`src/rtl/tone_mapping_stretch.sv`:
```
// tone_mapping_stretch
//   Per-frame contrast stretch. Running min/max statistics are collected over
//   each frame (sop..eop). At eop a sequential restoring divider computes
//   recip = floor(2^(W_O+FRAC) / (max - min)) for every statistics set. The
//   result becomes pending and is swapped into the active set on the next sop.
//   Pixels are mapped through a 3-stage pipeline:
//   out = min(((clamp(data - min, 0, diff)) * recip) >> FRAC, 2^W_O - 1).
//
//   Configuration macro: TONE_MAPPING_SHARED_RANGE_EN
//     defined   - one min/max over all channels, one shared coefficient set
//     undefined - independent statistics and coefficients per channel
//
// Ports
//   clk        clock, rising edge
//   reset_n    asynchronous active-low reset
//   sop/eop    frame start / end, qualified by valid
//   valid      input beat qualifier
//   data       CH channels of W bits, channel c at [c*W +: W]
//   data_o     CH channels of W_O bits, channel c at [c*W_O +: W_O]
//   valid_o, sop_o, eop_o  sideband aligned with data_o (3-cycle latency)
//   coef_busy  high while the reciprocal FSM is not idle
module tone_mapping_stretch #(
    parameter int unsigned W    = 10,
    parameter int unsigned W_O  = 8,
    parameter int unsigned CH   = 3,
    parameter int unsigned FRAC = 16
) (
    input  logic              clk,
    input  logic              reset_n,
    input  logic              sop,
    input  logic              eop,
    input  logic              valid,
    input  logic [CH*W-1:0]   data,
    output logic [CH*W_O-1:0] data_o,
    output logic              valid_o,
    output logic              sop_o,
    output logic              eop_o,
    output logic              coef_busy
);

`ifdef TONE_MAPPING_SHARED_RANGE_EN
    localparam int unsigned NS = 1;
`else
    localparam int unsigned NS = CH;
`endif
    localparam int unsigned QW = W_O + FRAC + 1;   // reciprocal width
    localparam int unsigned PW = W + QW;           // product width
    localparam int unsigned CW = (NS > 1) ? $clog2(NS) : 1;
    localparam int unsigned BW = (QW > 1) ? $clog2(QW) : 1;
    localparam logic [W-1:0]  DiffRst  = {W{1'b1}};
    localparam logic [QW-1:0] RecipRst =
        QW'((64'd1 << (W_O + FRAC)) / ((64'd1 << W) - 64'd1));

    typedef enum logic [1:0] {StIdle, StDiv, StStore} state_e;

    // Statistics set used by channel c.
    function automatic int unsigned sidx(input int unsigned c);
        return (NS == 1) ? 32'd0 : c;
    endfunction

    // ---------------- frame statistics ----------------
    logic [W-1:0] beat_min [NS];
    logic [W-1:0] beat_max [NS];
    logic [W-1:0] upd_min  [NS];
    logic [W-1:0] upd_max  [NS];
    logic [W-1:0] run_min_q [NS];
    logic [W-1:0] run_max_q [NS];

    always_comb begin
        for (int unsigned s = 0; s < NS; s++) begin
            beat_min[s] = '1;
            beat_max[s] = '0;
        end
        for (int unsigned c = 0; c < CH; c++) begin
            if (data[c*W +: W] < beat_min[sidx(c)]) beat_min[sidx(c)] = data[c*W +: W];
            if (data[c*W +: W] > beat_max[sidx(c)]) beat_max[sidx(c)] = data[c*W +: W];
        end
        // A sop beat reloads, so the eop latch below also covers one-beat frames.
        for (int unsigned s = 0; s < NS; s++) begin
            if (sop) begin
                upd_min[s] = beat_min[s];
                upd_max[s] = beat_max[s];
            end else begin
                upd_min[s] = (beat_min[s] < run_min_q[s]) ? beat_min[s] : run_min_q[s];
                upd_max[s] = (beat_max[s] > run_max_q[s]) ? beat_max[s] : run_max_q[s];
            end
        end
    end

    always_ff @(posedge clk or negedge reset_n) begin
        if (!reset_n) begin
            for (int unsigned s = 0; s < NS; s++) begin
                run_min_q[s] <= '0;
                run_max_q[s] <= '0;
            end
        end else if (valid) begin
            for (int unsigned s = 0; s < NS; s++) begin
                run_min_q[s] <= upd_min[s];
                run_max_q[s] <= upd_max[s];
            end
        end
    end

    // ---------------- reciprocal FSM ----------------
    state_e        state_q;
    logic [CW-1:0] ch_q;
    logic [CW-1:0] ch_nxt;
    logic [BW-1:0] bit_cnt_q;
    logic [W-1:0]  rem_q;
    logic [QW-1:0] quo_q;
    logic [W-1:0]  calc_min_q    [NS];
    logic [W-1:0]  calc_diff_q   [NS];
    logic [QW-1:0] stage_recip_q [NS];
    logic [W-1:0]  pend_min_q    [NS];
    logic [W-1:0]  pend_diff_q   [NS];
    logic [QW-1:0] pend_recip_q  [NS];
    logic          pending_ok_q;
    logic          swap;

    logic [W:0]    div_shift;
    logic          div_ge;
    logic [W-1:0]  div_rem;
    logic [QW-1:0] store_val;

    assign ch_nxt = ch_q + 1'b1;
    assign swap   = valid & sop & pending_ok_q;

    // Numerator is a single 1 followed by zeros, so only the first step shifts in a 1.
    always_comb begin
        div_shift = {rem_q, (bit_cnt_q == '0)};
        div_ge    = div_shift >= {1'b0, calc_diff_q[ch_q]};
        div_rem   = div_ge ? W'(div_shift - {1'b0, calc_diff_q[ch_q]}) : div_shift[W-1:0];
        store_val = (calc_diff_q[ch_q] == '0) ? '0 : quo_q;
    end

    always_ff @(posedge clk or negedge reset_n) begin
        if (!reset_n) begin
            state_q      <= StIdle;
            ch_q         <= '0;
            bit_cnt_q    <= '0;
            rem_q        <= '0;
            quo_q        <= '0;
            pending_ok_q <= 1'b0;
            coef_busy    <= 1'b0;
            for (int unsigned s = 0; s < NS; s++) begin
                calc_min_q[s]    <= '0;
                calc_diff_q[s]   <= '0;
                stage_recip_q[s] <= '0;
                pend_min_q[s]    <= '0;
                pend_diff_q[s]   <= '0;
                pend_recip_q[s]  <= '0;
            end
        end else begin
            if (swap) pending_ok_q <= 1'b0;
            // eop starts a calculation, or aborts and restarts a running one.
            if (valid && eop) begin
                for (int unsigned s = 0; s < NS; s++) begin
                    calc_min_q[s]  <= upd_min[s];
                    calc_diff_q[s] <= upd_max[s] - upd_min[s];
                end
                ch_q      <= '0;
                bit_cnt_q <= '0;
                rem_q     <= '0;
                quo_q     <= '0;
                coef_busy <= 1'b1;
                state_q   <= (upd_max[0] == upd_min[0]) ? StStore : StDiv;
            end else begin
                case (state_q)
                    StIdle: state_q <= StIdle;
                    StDiv: begin
                        rem_q     <= div_rem;
                        quo_q     <= {quo_q[QW-2:0], div_ge};
                        bit_cnt_q <= bit_cnt_q + 1'b1;
                        if (bit_cnt_q == BW'(QW - 1)) state_q <= StStore;
                    end
                    StStore: begin
                        stage_recip_q[ch_q] <= store_val;
                        if (ch_q == CW'(NS - 1)) begin
                            for (int unsigned s = 0; s < NS; s++) begin
                                pend_min_q[s]   <= calc_min_q[s];
                                pend_diff_q[s]  <= calc_diff_q[s];
                                pend_recip_q[s] <= (CW'(s) == ch_q) ? store_val : stage_recip_q[s];
                            end
                            pending_ok_q <= 1'b1;
                            coef_busy    <= 1'b0;
                            state_q      <= StIdle;
                        end else begin
                            ch_q      <= ch_nxt;
                            bit_cnt_q <= '0;
                            rem_q     <= '0;
                            quo_q     <= '0;
                            state_q   <= (calc_diff_q[ch_nxt] == '0) ? StStore : StDiv;
                        end
                    end
                    default: state_q <= StIdle;
                endcase
            end
        end
    end

    // ---------------- active coefficient set ----------------
    logic [W-1:0]  act_min_q   [NS];
    logic [W-1:0]  act_diff_q  [NS];
    logic [QW-1:0] act_recip_q [NS];
    logic [W-1:0]  eff_min     [NS];
    logic [W-1:0]  eff_diff    [NS];
    logic [QW-1:0] eff_recip   [NS];

    always_ff @(posedge clk or negedge reset_n) begin
        if (!reset_n) begin
            for (int unsigned s = 0; s < NS; s++) begin
                act_min_q[s]   <= '0;
                act_diff_q[s]  <= DiffRst;
                act_recip_q[s] <= RecipRst;
            end
        end else if (swap) begin
            for (int unsigned s = 0; s < NS; s++) begin
                act_min_q[s]   <= pend_min_q[s];
                act_diff_q[s]  <= pend_diff_q[s];
                act_recip_q[s] <= pend_recip_q[s];
            end
        end
    end

    // The sop beat that triggers a swap is already processed with the new set.
    always_comb begin
        for (int unsigned s = 0; s < NS; s++) begin
            eff_min[s]   = swap ? pend_min_q[s]   : act_min_q[s];
            eff_diff[s]  = swap ? pend_diff_q[s]  : act_diff_q[s];
            eff_recip[s] = swap ? pend_recip_q[s] : act_recip_q[s];
        end
    end

    // ---------------- pixel pipeline ----------------
    logic [W-1:0]      s1_d       [CH];
    logic [W-1:0]      s1_d_q     [CH];
    logic [QW-1:0]     s1_recip_q [CH];
    logic [PW-1:0]     s2_p_q     [CH];
    logic [PW-1:0]     s3_sh      [CH];
    logic [CH*W_O-1:0] data_o_d;
    logic              s1_valid_q, s1_sop_q, s1_eop_q;
    logic              s2_valid_q, s2_sop_q, s2_eop_q;

    always_comb begin
        for (int unsigned c = 0; c < CH; c++) begin
            if (data[c*W +: W] < eff_min[sidx(c)]) begin
                s1_d[c] = '0;
            end else if (data[c*W +: W] - eff_min[sidx(c)] > eff_diff[sidx(c)]) begin
                s1_d[c] = eff_diff[sidx(c)];
            end else begin
                s1_d[c] = data[c*W +: W] - eff_min[sidx(c)];
            end
        end
    end

    always_comb begin
        data_o_d = '0;
        for (int unsigned c = 0; c < CH; c++) begin
            s3_sh[c] = s2_p_q[c] >> FRAC;
            data_o_d[c*W_O +: W_O] = (|s3_sh[c][PW-1:W_O]) ? {W_O{1'b1}} : s3_sh[c][W_O-1:0];
        end
    end

    // Each beat carries its own recip so a swap cannot disturb beats in flight.
    always_ff @(posedge clk or negedge reset_n) begin
        if (!reset_n) begin
            s1_valid_q <= 1'b0;
            s1_sop_q   <= 1'b0;
            s1_eop_q   <= 1'b0;
            s2_valid_q <= 1'b0;
            s2_sop_q   <= 1'b0;
            s2_eop_q   <= 1'b0;
            valid_o    <= 1'b0;
            sop_o      <= 1'b0;
            eop_o      <= 1'b0;
            data_o     <= '0;
            for (int unsigned c = 0; c < CH; c++) begin
                s1_d_q[c]     <= '0;
                s1_recip_q[c] <= '0;
                s2_p_q[c]     <= '0;
            end
        end else begin
            s1_valid_q <= valid;
            s1_sop_q   <= valid & sop;
            s1_eop_q   <= valid & eop;
            s2_valid_q <= s1_valid_q;
            s2_sop_q   <= s1_sop_q;
            s2_eop_q   <= s1_eop_q;
            valid_o    <= s2_valid_q;
            sop_o      <= s2_sop_q;
            eop_o      <= s2_eop_q;
            data_o     <= data_o_d;
            for (int unsigned c = 0; c < CH; c++) begin
                s1_d_q[c]     <= s1_d[c];
                s1_recip_q[c] <= eff_recip[sidx(c)];
                s2_p_q[c]     <= PW'(s1_d_q[c]) * PW'(s1_recip_q[c]);
            end
        end
    end

endmodule

```
`config.mk`:
```
export PLATFORM = sky130hd
export DESIGN_NAME = tone_mapping_stretch
export DESIGN_NICKNAME = d
export VERILOG_FILES = /design/src/rtl/tone_mapping_stretch.sv
export SDC_FILE = /design/constraint.sdc
export NUM_CORES = 2
export LEC_CHECK = 0
export ABC_AREA = 1
export BUFFER_PORTS_ARGS = -buffer_cell sky130_fd_sc_hd__buf_2
export CORE_MARGIN = 2
export CORE_UTILIZATION = 35
export CTS_CLUSTER_SIZE = 14
export DETAILED_ROUTE_END_ITERATION = 7
export HOLD_SLACK_MARGIN = 0.15
export PLACE_DENSITY = 0.49
export SYNTH_ARGS = -nofsm -noshare
export SYNTH_HDL_FRONTEND = slang
export SYNTH_SLANG_ARGS = --single-unit
export TNS_END_PERCENT = 5
```
`constraint.sdc`:
```
create_clock -name clk -period 9.4 [get_ports clk]
set_input_delay 0.47 -clock clk [delete_from_list [all_inputs] [get_ports clk]]
set_output_delay 0.47 -clock clk [all_outputs]
set_load 0.005 [all_outputs]
```
* Word level (Yosys, flattened, before mapping)
Index checks and enable logic that the tools add are counted.
** Storage, ports and cells
- Bits in registers :: 754
- Bits of input ports :: 35
- Output and inout bits :: 28
- Logic and storage cells :: 201
** Operators by class
- $add $sub $neg :: 9
- $mul :: 3
- Order comparisons :: 22
- Equal/unequal tests :: 10
- Mux-type cells :: 75
- Bitwise gates (word level) :: 6
- Reduce and logical (&&, ||, !) cells :: 17
** Operators by type and width (count)
- $mux 10 :: 37
- $mux 25 :: 10
- $mul 10x25->35 :: 3
- $bwmux 75 :: 1
- $sub 10x10->10 :: 7
- $gt 10x10->1 :: 6
- $lt 10x10->1 :: 6
- $demux 25 s2 :: 1
- $pmux 25 s2 :: 1
- $bmux 10 s2 :: 2
- $reduce_or 11->1 :: 3
- $gt 10x1->1 const B :: 3
- $lt 10x10->1 const B :: 3
- $mux 8 :: 3
- $logic_not 10->1 :: 2
- $pmux 10 s2 :: 1
- $mux 2 :: 8
- $ge 11x10->1 :: 1
- $eq 10x10->1 :: 1
- $mux 5 :: 2
- $pmux 5 s2 :: 1
- $reduce_and 2->1 :: 4
- $mux 1 :: 7
- $ge 3x3->1 const B :: 2
- 20 further kinds :: 27

* Longest topological paths before layout
- Word-level depth :: 10
- Depth in mapped cells :: 30
- Mapped depth without buffers :: 27

* Least setup slack after synthesis
Ideal clock, no wire load.
- Path type :: reg2reg
- Start :: register s1_d_q[12] in the netlist's numbering
- End :: register s2_p_q[69] in the netlist's numbering
- Setup time :: 0.117 ns
- Data arrival time :: 4.771 ns
- Required time :: 9.283 ns
- Slack :: 4.512 ns
- Cell stages (with the launch flop) :: 22
- Path buffers :: 2
- Period minus slack after synthesis :: 4.888 ns
- Cells stage by stage :: dfrtp_1 clkbuf_1 clkbuf_1 nand2_1 fa_1 inv_1 fa_1 fa_1 fa_1 inv_1 fa_1 inv_1 ha_1 a21o_1 a21oi_1 nor2_1 nor2_1 nor2_1 a211oi_1 nand2_1 nand2_1 nand2_1
** On the way
- Cells in the longest elaborated chain, start to end :: 1
** RTL lines
- from (decl) :: RTL line 236 : logic [W-1:0] s1_d_q [CH];
- from (signal, indexed assignment) :: RTL line 294 : s1_d_q[c] <= s1_d[c];
- $mul 10x25->35 :: RTL line 296 : s2_p_q[c] <= PW'(s1_d_q[c]) * PW'(s1_recip_q[c]);
- to (signal, indexed assignment) :: RTL line 296
- to (decl) :: RTL line 238 : logic [PW-1:0] s2_p_q [CH];
No other way between the ends.
A chain may end at the register's enable or synchronous reset.

* Worst setup path after layout
- Start :: register s1_d_q[29] in the netlist's numbering
- End :: register s2_p_q[92] in the netlist's numbering
Same word-level chain as after synthesis.

==> results.rst <==
.. list-table::
   :header-rows: 1

   * - Metric
     - Value
   * - Post-synth top area share
     - 0.293
   * - Arr. time, crit path
     - 6180 ps
   * - Root buffer cell
     - sky130_fd_sc_hd__clkbuf_16
   * - Initial cell density of the core
     - 0.353
   * - Result of the run
     - completed
   * - Placement Cell Area
     - 56,900 sq um
   * - Die Area
     - 161,000 sq um
   * - TritonCTS buffer count
     - just under 80
   * - Total of buffers placed on input and output ports
     - 62
   * - Number of sinks on the clock net
     - roughly 680
   * - Sequential cell area fraction in the yosys report
     - 0.310
   * - Number of rows in the core area
     - 145
   * - H-tree levels
     - 3
   * - Leakage power
     - about 33 nW
   * - Kind of path behind the tightest hold check
     - in -> reg
   * - Clock-pin slew of the registers on the worst-case setup and hold paths
     - 60 ps
   * - I/O Pins
     - 63
   * - Final std cell area, no fill
     - 59,800 sq um
   * - Vias per inst
     - 4.71
   * - Flop and latch count out of synthesis
     - 681
   * - Maximum number of pins on one net before global-route repair
     - 183
   * - Slew HR
     - 0.128
   * - Combinational fraction of design power
     - 0.631
   * - Vias in the first global route
     - 42,400
   * - Sum of internal, switching and leakage power
     - 23.1 mW
   * - Initial antenna violation count
     - 1
   * - Crit path capture type
     - flop
   * - Average wire per cell in the routed design
     - between 15 and 20 um
   * - Antenna-violating nets left
     - 0
   * - Max-slew violation count
     - 0
   * - Cells after Synth
     - 6,810
   * - Async S/R FF share, synth
     - 1.00
   * - Post-layout net count
     - 7,587
   * - Number of cells in the finished layout apart from fillers
     - 8,759
   * - Global routing usage summed across all routing layers
     - 0.177
   * - Die span in x
     - about 400 um
   * - Final setup violation count
     - 0
   * - Yosys synthesis warning count
     - 0
   * - Starting DRC count in detailed routing
     - 2,207
   * - DPL Wire Length
     - 105,000 um
   * - Max Clk Rate
     - 176 MHz
   * - Overall die height
     - 401 um
   * - Count of TritonRoute iterations in the first routing pass
     - 5
   * - Maxcap violations
     - 0
   * - Weighted congestion at the end of routability-driven global placement
     - roughly 0.85
   * - Clock network fraction of design power
     - 0.145
   * - Net count after synthesis
     - 7,760
   * - Net Sw Frac
     - 0.514
   * - Total power divided by cell area
     - roughly 390 nW/um^2
   * - Clock tree from TritonCTS
     - done
   * - TNS Setup
     - 0 ps
   * - Worst Tran Pin Value
     - 1310 ps
   * - Synth area leaders
     - sky130_fd_sc_hd__dfrtp_1, sky130_fd_sc_hd__fa_1, sky130_fd_sc_hd__nand2_1
   * - Worst vdd rail ir drop
     - 0.320 mV
   * - Wire length reported by the detailed router
     - 139,000 um
   * - Max Buffers Root-to-Sink
     - 3
   * - Residual overflow from global routing
     - 0
   * - Synthesized area divided by synthesized cell count
     - 8.10 sq um
   * - Netlist Area Pre-Place
     - 55,200 sq um
   * - Critical path fanouts, max
     - 25
   * - Total placed cells including tap cells
     - approximately 8,600
   * - Storage element area
     - approximately 17,000 sq um
   * - Most area-hungry cell type in the Yosys netlist
     - sky130_fd_sc_hd__dfrtp_1
   * - Relative contribution of sequential cells to total power
     - 0.224
   * - Number of enable flip-flop cells after synthesis
     - 0
   * - Global-route wire length before repair
     - 230,000 um
   * - Total net switching power
     - 11.9 mW
   * - Worst setup slack for register-to-register paths
     - 3710 ps
   * - Number of antenna repair diodes
     - 0
   * - Cell-internal power
     - 11.2 mW
   * - Smallest hold slack
     - roughly 250 ps
   * - Final hold violation count
     - 0
   * - Data required time of the worst path
     - slightly below 10,000 ps
   * - Post-layout minimum cycle time
     - roughly 5700 ps
   * - Worst Setup Path Type
     - reg -> reg
   * - Post-route fraction of the period consumed by the critical path
     - 0.606
   * - Via count
     - 41,200
   * - Type of element launching the critical path
     - flop
   * - Ratio of cells with drive above 1 in the final layout
     - 0.0473
   * - Total of fill cells in the finished design
     - 16,200
   * - Predominant post-synthesis flop cell
     - sky130_fd_sc_hd__dfrtp_1
   * - Number of gates resized after cts
     - 0
   * - Setup repair after global routing missed its margin
     - false
   * - Number of remaining DRC errors
     - 0
   * - Top-count cell post-synth
     - sky130_fd_sc_hd__nand2_1
   * - Placeable core region
     - around 160,000 sq um
   * - Area occupied by multi-input gates
     - between 30,000 and 40,000 sq um
   * - Layout-stage area growth over the synthesis result
     - 8.39%
   * - Post-route clock skew
     - 51.5 ps
   * - Most common library cells after synthesis
     - sky130_fd_sc_hd__nand2_1, sky130_fd_sc_hd__inv_1, sky130_fd_sc_hd__dfrtp_1
   * - Distinct cell type count of the synthesized netlist
     - ~50
   * - Clk_lat worst skew
     - about 700 ps
## routing by layer
| layer | vias up | GRT usage | part of all wire |
|---|---|---|---|
| li1 | 20400 | - | - |
| met4 | 0 | 0.0442 | 0.021 |
| met5 | - | 0 | 0 |
| met2 | 555 | 0.293 | 0.47 |
| met1 | 20100 | 0.245 | 0.47 |
| met3 | 173 | 0.0206 | 0.031 |
## what timing repair did
| item | 4_1_cts | 5_1_grt |
|---|---|---|
| hold endpoints to repair | 85 | 0 |
| hold buffers | 2 | 0 |
| setup buffers | 0 | 0 |
## worst paths after layout
path                                  from                to  cells after the start
worst max-delay path            s1_d_q[29]        s2_p_q[92]                     19
worst min-delay path               data[2]    calc_min_q[22]                      3
worst max register to register  s1_d_q[29]        s2_p_q[92]                     19
worst min register to register    s2_sop_q             sop_o                      0
max in group asynchronous          reset_n        s2_p_q[26]                      4
min in group asynchronous          reset_n  pend_recip_q[54]                      2
## cells by family (layout without fill, tap and decap cells)
| group | count (synthesis) | after routing | share of synthesized area |
|---|---|---|---|
| mux | 12 | 12 | 0.00245 |
| flops | 681 | 681 | 0.310 |
| compound gates | 973 | 973 | 0.0968 |
| xor+xnor | 80 | 80 | 0.0127 |
| simple gates | 2352 | 2352 | 0.171 |
| buf+inv | 1797 | 1688 | 0.125 |
| fa+ha+maj | 915 | 915 | 0.282 |
## stage by stage
step | setup WS, ps | util
finish | 3710 | 0.382
global route | 3140 | 0.382
CTS | 3750 | 0.382
detailed placement | 3310 | 0.364
global placement | 3350 | 0.364
floorplan | 4510 | -
## state kept, by name, indices dropped and copies added (netlist names), 5 cells and up
name           flops
s1_d_q            30
run_max_q         30
rem_q             10
bit_cnt_q          5
data_o            24
pend_diff_q       30
s2_p_q            57
act_diff_q        30
pend_recip_q      75
act_min_q         30
quo_q             25
calc_min_q        30
s1_recip_q        75
calc_diff_q       30
stage_recip_q     50
pend_min_q        30
run_min_q         30
act_recip_q       75
## cell usage in the layout (no fill, tap or decap), drive strengths merged, types with 7 or more instances in the layout
cell type	n
bufinv	12
mux2	12
ha	365
nand2	1826
o21a	8
xor2	67
nor3	37
nor2	239
fa	550
clkbuf	108
o211ai	12
nor4	22
a22oi	59
o21ai	516
clkinv	21
o31ai	7
a211oi	32
buf	99
xnor2	13
a31oi	11
nand4	32
nand3b	14
a21oi	272
inv	1442
dfstp	36
dfrtp	645
o21bai	12
a21o	21
nand3	180
## layout make-up
cell class	instances	share of cell area
clock buffers	108	0.0371
multi-input cells	4332	0.522
inverters	1443	0.0907
repair buffers	101	0.0110
clock inverters	36	0.0104
flip-flops and latches	681	0.286
well taps	2058	0.0431
## critical path, stage by stage, from the launching register on
cell and delay (ps):
sky130_fd_sc_hd__dfrtp_1 1200, sky130_fd_sc_hd__nand2_1 100, sky130_fd_sc_hd__inv_1 110, sky130_fd_sc_hd__fa_1 430, sky130_fd_sc_hd__fa_1 530, sky130_fd_sc_hd__fa_1 450
sky130_fd_sc_hd__fa_1 490, sky130_fd_sc_hd__inv_1 50, sky130_fd_sc_hd__fa_1 470, sky130_fd_sc_hd__inv_1 40, sky130_fd_sc_hd__ha_1 330, sky130_fd_sc_hd__nand2_1 130
sky130_fd_sc_hd__inv_1 50, sky130_fd_sc_hd__a21oi_1 310, sky130_fd_sc_hd__o21a_1 170, sky130_fd_sc_hd__nand2_1 180, sky130_fd_sc_hd__nand2_1 150, sky130_fd_sc_hd__nand2_1 50
sky130_fd_sc_hd__nand2_1 70, sky130_fd_sc_hd__nand2_1 140
## power by group through the flow
stage                     Sequential (mW)  Combinational (mW)  Clock, mW
after floorplan                      4.33                11.4          0
after global placement               5.23                14.7          0
after detailed placement             5.24                14.7          0
after CTS                            5.19                14.9       3.46
after global routing                 5.32                17.1       3.58
final                                5.18                14.6       3.35
(Power assumes the default switching activity.)
